File: src/rtl/id_ex_stage.sv
// ID/EX pipeline register with load-use hazard detection and branch flush control.
// The stage either captures the decoded instruction or loads a bubble; it never holds its contents.
module id_ex_stage #(
    parameter int WIDTH = 32
) (
    input  logic             clk,
    input  logic             reset,

    input  logic             RegWriteD,
    input  logic             MemWriteD,
    input  logic             JumpD,
    input  logic             BranchD,
    input  logic             ALUSrcD,
    input  logic [1:0]       ResultSrcD,
    input  logic [2:0]       ALUControlD,
    input  logic [WIDTH-1:0] RD1D,
    input  logic [WIDTH-1:0] RD2D,
    input  logic [WIDTH-1:0] PCD,
    input  logic [WIDTH-1:0] ImmExtD,
    input  logic [WIDTH-1:0] PCPlus4D,
    input  logic [4:0]       Rs1D,
    input  logic [4:0]       Rs2D,
    input  logic [4:0]       RdD,
    input  logic             PCSrcE,

    output logic             RegWriteE,
    output logic             MemWriteE,
    output logic             JumpE,
    output logic             BranchE,
    output logic             ALUSrcE,
    output logic [1:0]       ResultSrcE,
    output logic [2:0]       ALUControlE,
    output logic [WIDTH-1:0] RD1E,
    output logic [WIDTH-1:0] RD2E,
    output logic [WIDTH-1:0] PCE,
    output logic [WIDTH-1:0] ImmExtE,
    output logic [WIDTH-1:0] PCPlus4E,
    output logic [4:0]       Rs1E,
    output logic [4:0]       Rs2E,
    output logic [4:0]       RdE,
    output logic             ValidE,

    output logic             StallF,
    output logic             StallD,
    output logic             FlushD,
    output logic             FlushE
);

    localparam logic [1:0] RESULT_LOAD = 2'b01;

    typedef struct packed {
        logic       regwrite;
        logic       memwrite;
        logic       jump;
        logic       branch;
        logic       alusrc;
        logic [1:0] resultsrc;
        logic [2:0] aluctl;
    } ctrl_t;

    typedef struct packed {
        logic [WIDTH-1:0] rd1;
        logic [WIDTH-1:0] rd2;
        logic [WIDTH-1:0] pc;
        logic [WIDTH-1:0] imm;
        logic [WIDTH-1:0] pcplus4;
        logic [4:0]       rs1;
        logic [4:0]       rs2;
        logic [4:0]       rd;
    } data_t;

    ctrl_t ctrl_reg, ctrl_next;
    data_t data_reg, data_next;
    logic  valid_reg, valid_next;
    logic  lw_stall;
    logic  flush_e;

    // Only a real load in execute with a non-x0 destination can stall decode;
    // a bubble carries ValidE=0 so it can never trigger this.
    assign lw_stall = valid_reg
                    & (ctrl_reg.resultsrc == RESULT_LOAD)
                    & (data_reg.rd != 5'd0)
                    & ((data_reg.rd == Rs1D) | (data_reg.rd == Rs2D));

    assign flush_e = lw_stall | PCSrcE;

    always_comb begin
        ctrl_next  = '{regwrite:  RegWriteD,
                       memwrite:  MemWriteD,
                       jump:      JumpD,
                       branch:    BranchD,
                       alusrc:    ALUSrcD,
                       resultsrc: ResultSrcD,
                       aluctl:    ALUControlD};
        data_next  = '{rd1:     RD1D,
                       rd2:     RD2D,
                       pc:      PCD,
                       imm:     ImmExtD,
                       pcplus4: PCPlus4D,
                       rs1:     Rs1D,
                       rs2:     Rs2D,
                       rd:      RdD};
        valid_next = 1'b1;
        if (flush_e) begin
            ctrl_next  = '0;
            data_next  = '0;
            valid_next = 1'b0;
        end
    end

    always_ff @(posedge clk) begin
        if (reset) begin
            ctrl_reg  <= '0;
            data_reg  <= '0;
            valid_reg <= 1'b0;
        end else begin
            ctrl_reg  <= ctrl_next;
            data_reg  <= data_next;
            valid_reg <= valid_next;
        end
    end

    assign RegWriteE   = ctrl_reg.regwrite;
    assign MemWriteE   = ctrl_reg.memwrite;
    assign JumpE       = ctrl_reg.jump;
    assign BranchE     = ctrl_reg.branch;
    assign ALUSrcE     = ctrl_reg.alusrc;
    assign ResultSrcE  = ctrl_reg.resultsrc;
    assign ALUControlE = ctrl_reg.aluctl;
    assign RD1E        = data_reg.rd1;
    assign RD2E        = data_reg.rd2;
    assign PCE         = data_reg.pc;
    assign ImmExtE     = data_reg.imm;
    assign PCPlus4E    = data_reg.pcplus4;
    assign Rs1E        = data_reg.rs1;
    assign Rs2E        = data_reg.rs2;
    assign RdE         = data_reg.rd;
    assign ValidE      = valid_reg;

    // A redirect and a load-use stall may coincide: fetch/decode hold, decode is squashed,
    // and the redirect still wins because FlushD overrides the held IF/ID contents.
    assign StallF = lw_stall;
    assign StallD = lw_stall;
    assign FlushD = PCSrcE;
    assign FlushE = flush_e;

endmodule

File: config.mk
export PLATFORM = sky130hd
export DESIGN_NAME = id_ex_stage
export DESIGN_NICKNAME = d
export VERILOG_FILES = /design/src/rtl/id_ex_stage.sv
export SDC_FILE = /design/constraint.sdc
export NUM_CORES = 1
export LEC_CHECK = 0
export ABC_AREA = 1
export CORE_AREA = 2 2 147 149
export CTS_CLUSTER_DIAMETER = 100
export DETAILED_ROUTE_END_ITERATION = 12
export DIE_AREA = 0 0 149 151
export GPL_TIMING_DRIVEN = 0
export PLACE_DENSITY = 0.66
export SLEW_MARGIN = 40
export SYNTH_ARGS = -nofsm -noshare
export SYNTH_HDL_FRONTEND = slang
export SYNTH_SLANG_ARGS = --single-unit
File: constraint.sdc
create_clock -name clk -period 1.3 [get_ports clk]
set_clock_uncertainty 0.15 [all_clocks]
set_input_delay 0.13 -clock clk [delete_from_list [all_inputs] [get_ports clk]]
set_output_delay 0.13 -clock clk [all_outputs]
set_load 0.01 [all_outputs]
==> results.md <==
- The run finished, with violations left.
- The final reports fail on setup timing.
- The buffer depth of the longest clock path is 2.
- The Yosys warning count is 0.
- After detailed placement, the total cell area comes to 0.00969 mm^2.
- The power per cell area is between 1000 and 1500 mW/mm^2.
- The x dimension of the die is 149 um.
- Clock tree synthesis found a total of 186 sinks.
- The quantity of hold-fixing buffers added after cts is 0.
- The critical path goes through nor2_4 -> nor2_4 -> nor2_2 -> nand3_1 -> nand2_1 -> nand2_2 -> nand3_4 -> buf_12 -> buf_12 -> buf_12 -> buf_16 -> nor2_1.
- For this run, the slowest stage of the critical path takes roughly 0.40 ns.
- On the final layout, the worst hold slack is between 0.07 and 0.08 ns.
- The cell count after synthesis came out at 628.
- The clock insertion delay at the later pin of the skew report is ~0.42 ns.
- The initial cell density of the core is 26.6%.
- At the placement stage, the worst setup path has a slack of -0.909 ns.
- The library cell used most frequently in the layout, excluding fill and tap cells, is sky130_fd_sc_hd__inv_1.
- The iteration count of the initial detailed-routing pass is 4.
- The number of top-level pins is around 380.
- The type of the worst setup path is flop to flop.
- The synthesis-to-layout area growth is 105%.
- The number of port buffers is 377.
- For the pin with the worst max-slew slack, the measured transition is around 0.21 ns.
- The number of maximum-capacitance violations is 0.
- The number of design rule violations left after detail routing is 0.
- The design draws about 13,000 uW.
- The final hold violation count is 0.
- The final period utilization is 149%.
- Clock tree synthesis selected as its root buffer the cell sky130_fd_sc_hd__clkbuf_16.
- Headroom to the max-slew limit came out at 86.2%.
- The cell that appears most often on the critical path is sky130_fd_sc_hd__buf_12.
- The total congestion overflow after global routing is 0.
- The total die area is 0.0225 mm^2.
- In this run the worst path has a maximum fanout of 7.
- The net count of the finished layout is 1,244.
- The number of nets with antenna violations after routing is 0.
- The final routed wire length divided by cell count is 14.4 um.
- The top cell types in the final layout, fill and taps aside, are 189 x sky130_fd_sc_hd__inv_1, 187 x sky130_fd_sc_hd__clkdlybuf4s50_1, 181 x sky130_fd_sc_hd__dfxtp_1.
- The smallest clock period supported by the final layout is computed as 1.94 ns.
- The number of antenna violations at the first check in global routing is 3.
- The achievable frequency is 0.516 GHz.
- The synthesized netlist occupies a cell area of roughly 0.0055 mm^2.
- Dividing the synthesized area by the synthesized cell count gives between 8 and 9 um^2.
- The final sum of negative setup slack is -93.46 ns.
- The flop and latch count out of synthesis is 186.
- The congestion estimate from routability-driven global placement came to roughly 0.76.
- The starting DRC count in detailed routing is 100.
- The number of pins with negative max-slew slack in the final report is 0.
- The endpoint arrival time on the critical path is between 2 and 2.5 ns.
- The sum of net half-perimeters after detailed placement is 13.9 mm.
- The register clock-pin slew on the reported worst setup and hold paths is 0.08 ns.
- Wires add up to about 19 mm.
- The standard cell core area is 0.0208 mm^2.
- The post-route standard cell area excluding fillers is about 0.011 mm^2.
- The number of setup violations in the final report is 190.
- Broken down by cell family, the worst path's largest delay share belongs to simple AND/OR/NAND/NOR gates.
- The largest net degree at the start of global routing is 18.
- Global routing consumed, over all layers together, 16.1% of the routing resources.
- The endpoint type of the worst setup path is a flop.
- In the post-route analysis, the smallest setup slack over all paths is -0.637 ns.
- Setup repair after global routing could not meet its margin everywhere.
- Row generation in the floorplan step produced 53 rows.
- The slowest stage of the critical path is the sky130_fd_sc_hd__dfxtp_4 cell.
- The total number of vias is slightly above 5,000.
- The classification of the worst-slack hold path is primary input to flop.
- In this run, distinct cell masters in the synthesized netlist total 12.
- The total number of H-tree levels is 4.
- The via count of the first global-routing pass is 4,962.
- The CTS tree is yes.
- The vias per cell is 3.78.
- sky130_fd_sc_hd__dfxtp_1 takes more of the synthesized area than any other cell.
- The peak supply drop is 0.790 mV.
- Sequential cells were found to cover 67.2% of the synthesized design area.
- The share of layout cells above drive strength 1 is 30.4%.
- At the worst endpoint, the required time is 1.51 ns.
- By area the synthesized netlist is led by sky130_fd_sc_hd__dfxtp_1 67%, sky130_fd_sc_hd__inv_1 13%, sky130_fd_sc_hd__nor2_1 13%.
- The share of the synthesized area in the top cell type is roughly two thirds.
- The wire length of the first global-routing pass is 27.1 mm.
- The cell leakage power is 0.00551 uW.
- The minimum setup slack among reg-to-reg paths is -0.64 ns.
- The number of buffers and inverters on the critical path is 4.
- The nature of the critical path startpoint is a flop.
- TritonCTS created 17 clock buffers.
- Synthesis produced a netlist with a net count of ~820.
- Measured along the y axis, the die boundary spans between 150 and 200 um.
-- worst register-to-register path, stage by stage, from the launching register on --
cell and delay, ns:
sky130_fd_sc_hd__dfxtp_4 0.40, sky130_fd_sc_hd__nor2_4 0.06, sky130_fd_sc_hd__nor2_4 0.14, sky130_fd_sc_hd__nor2_2 0.05, sky130_fd_sc_hd__nand3_1 0.06, sky130_fd_sc_hd__nand2_1 0.07, sky130_fd_sc_hd__nand2_2 0.12, sky130_fd_sc_hd__nand3_4 0.17
sky130_fd_sc_hd__buf_12 0.19, sky130_fd_sc_hd__buf_12 0.14, sky130_fd_sc_hd__buf_12 0.13, sky130_fd_sc_hd__buf_16 0.13, sky130_fd_sc_hd__nor2_1 0.07
-- cells by family after synthesis --
group / synth area share (%)
buf+inv: 17.1
flops: 67.2
simple gates: 15.3
xor+xnor: 0.316
-- report_power, final --
group          switching, uW  internal, uW
sequential              65.0          5920
clock                   2380          2770
combinational            799          1160
-- cell usage after synthesis --
master	count
sky130_fd_sc_hd__nand3_1	2
sky130_fd_sc_hd__nand3_2	1
sky130_fd_sc_hd__nor2_1	192
sky130_fd_sc_hd__buf_2	4
sky130_fd_sc_hd__dfxtp_1	186
sky130_fd_sc_hd__buf_6	15
sky130_fd_sc_hd__nand2_2	1
sky130_fd_sc_hd__xnor2_1	2
sky130_fd_sc_hd__nand4_1	2
sky130_fd_sc_hd__inv_1	196
sky130_fd_sc_hd__nand2_1	24
sky130_fd_sc_hd__buf_4	3
-- layout make-up --
class	instances	area, um^2
Sequential cell	186	3740
Timing Repair Buffer	412	4150
Multi-Input combinational cell	224	1480
Fill cell	1894	9460
Inverter	196	741
Tap cell	275	344
Buffer	19	314
Clock inverter	12	131
Antenna cell	2	5.00
Clock buffer	20	447
-- final timing paths --
kind	from	depth (start not counted)	to
worst max-delay path	RdE[0]$_SDFF_PP0_	12	RD2E[18]$_SDFF_PP0_
worst min-delay path	RD1D[26]	3	RD1E[26]$_SDFF_PP0_
worst max register to register	RdE[0]$_SDFF_PP0_	12	RD2E[18]$_SDFF_PP0_
worst min register to register	ResultSrcE[0]$_SDFF_PP0_	6	PCPlus4E[4]$_SDFF_PP0_
-- routing by layer --
metal,up-vias,track usage (%),wire length [um]
met1,2263,16.5,6940
met3,18,7.05,2120
met5,-,0,0
li1,2566,-,-
met4,0,5.62,378
met2,244,29.1,10000
-- registers in the layout, indices dropped and copies added (netlist names), 2 cells and up --
name,count
ImmExtE,32
Rs1E,5
ALUControlE,3
RdE,5
PCPlus4E,32
ResultSrcE,2
RD2E,32
RD1E,32
Rs2E,5
PCE,32
-- metrics by stage --
stage                     util, %  cells
after global placement       46.5   1280
after CTS                    52.4   1333
after floorplan                 -    628
after global routing         54.5   1345
after detailed placement     46.5   1280
final                        54.5   1346
-- what timing repair did --
item	CTS	global route
setup endpoints to repair	376	322
gates resized for setup	422	300
cloned	12	8
setup buffers	11	9
endpoints found under the hold margin	0	0
pin swaps	8	8
Power figures use the tool's default switching activity.
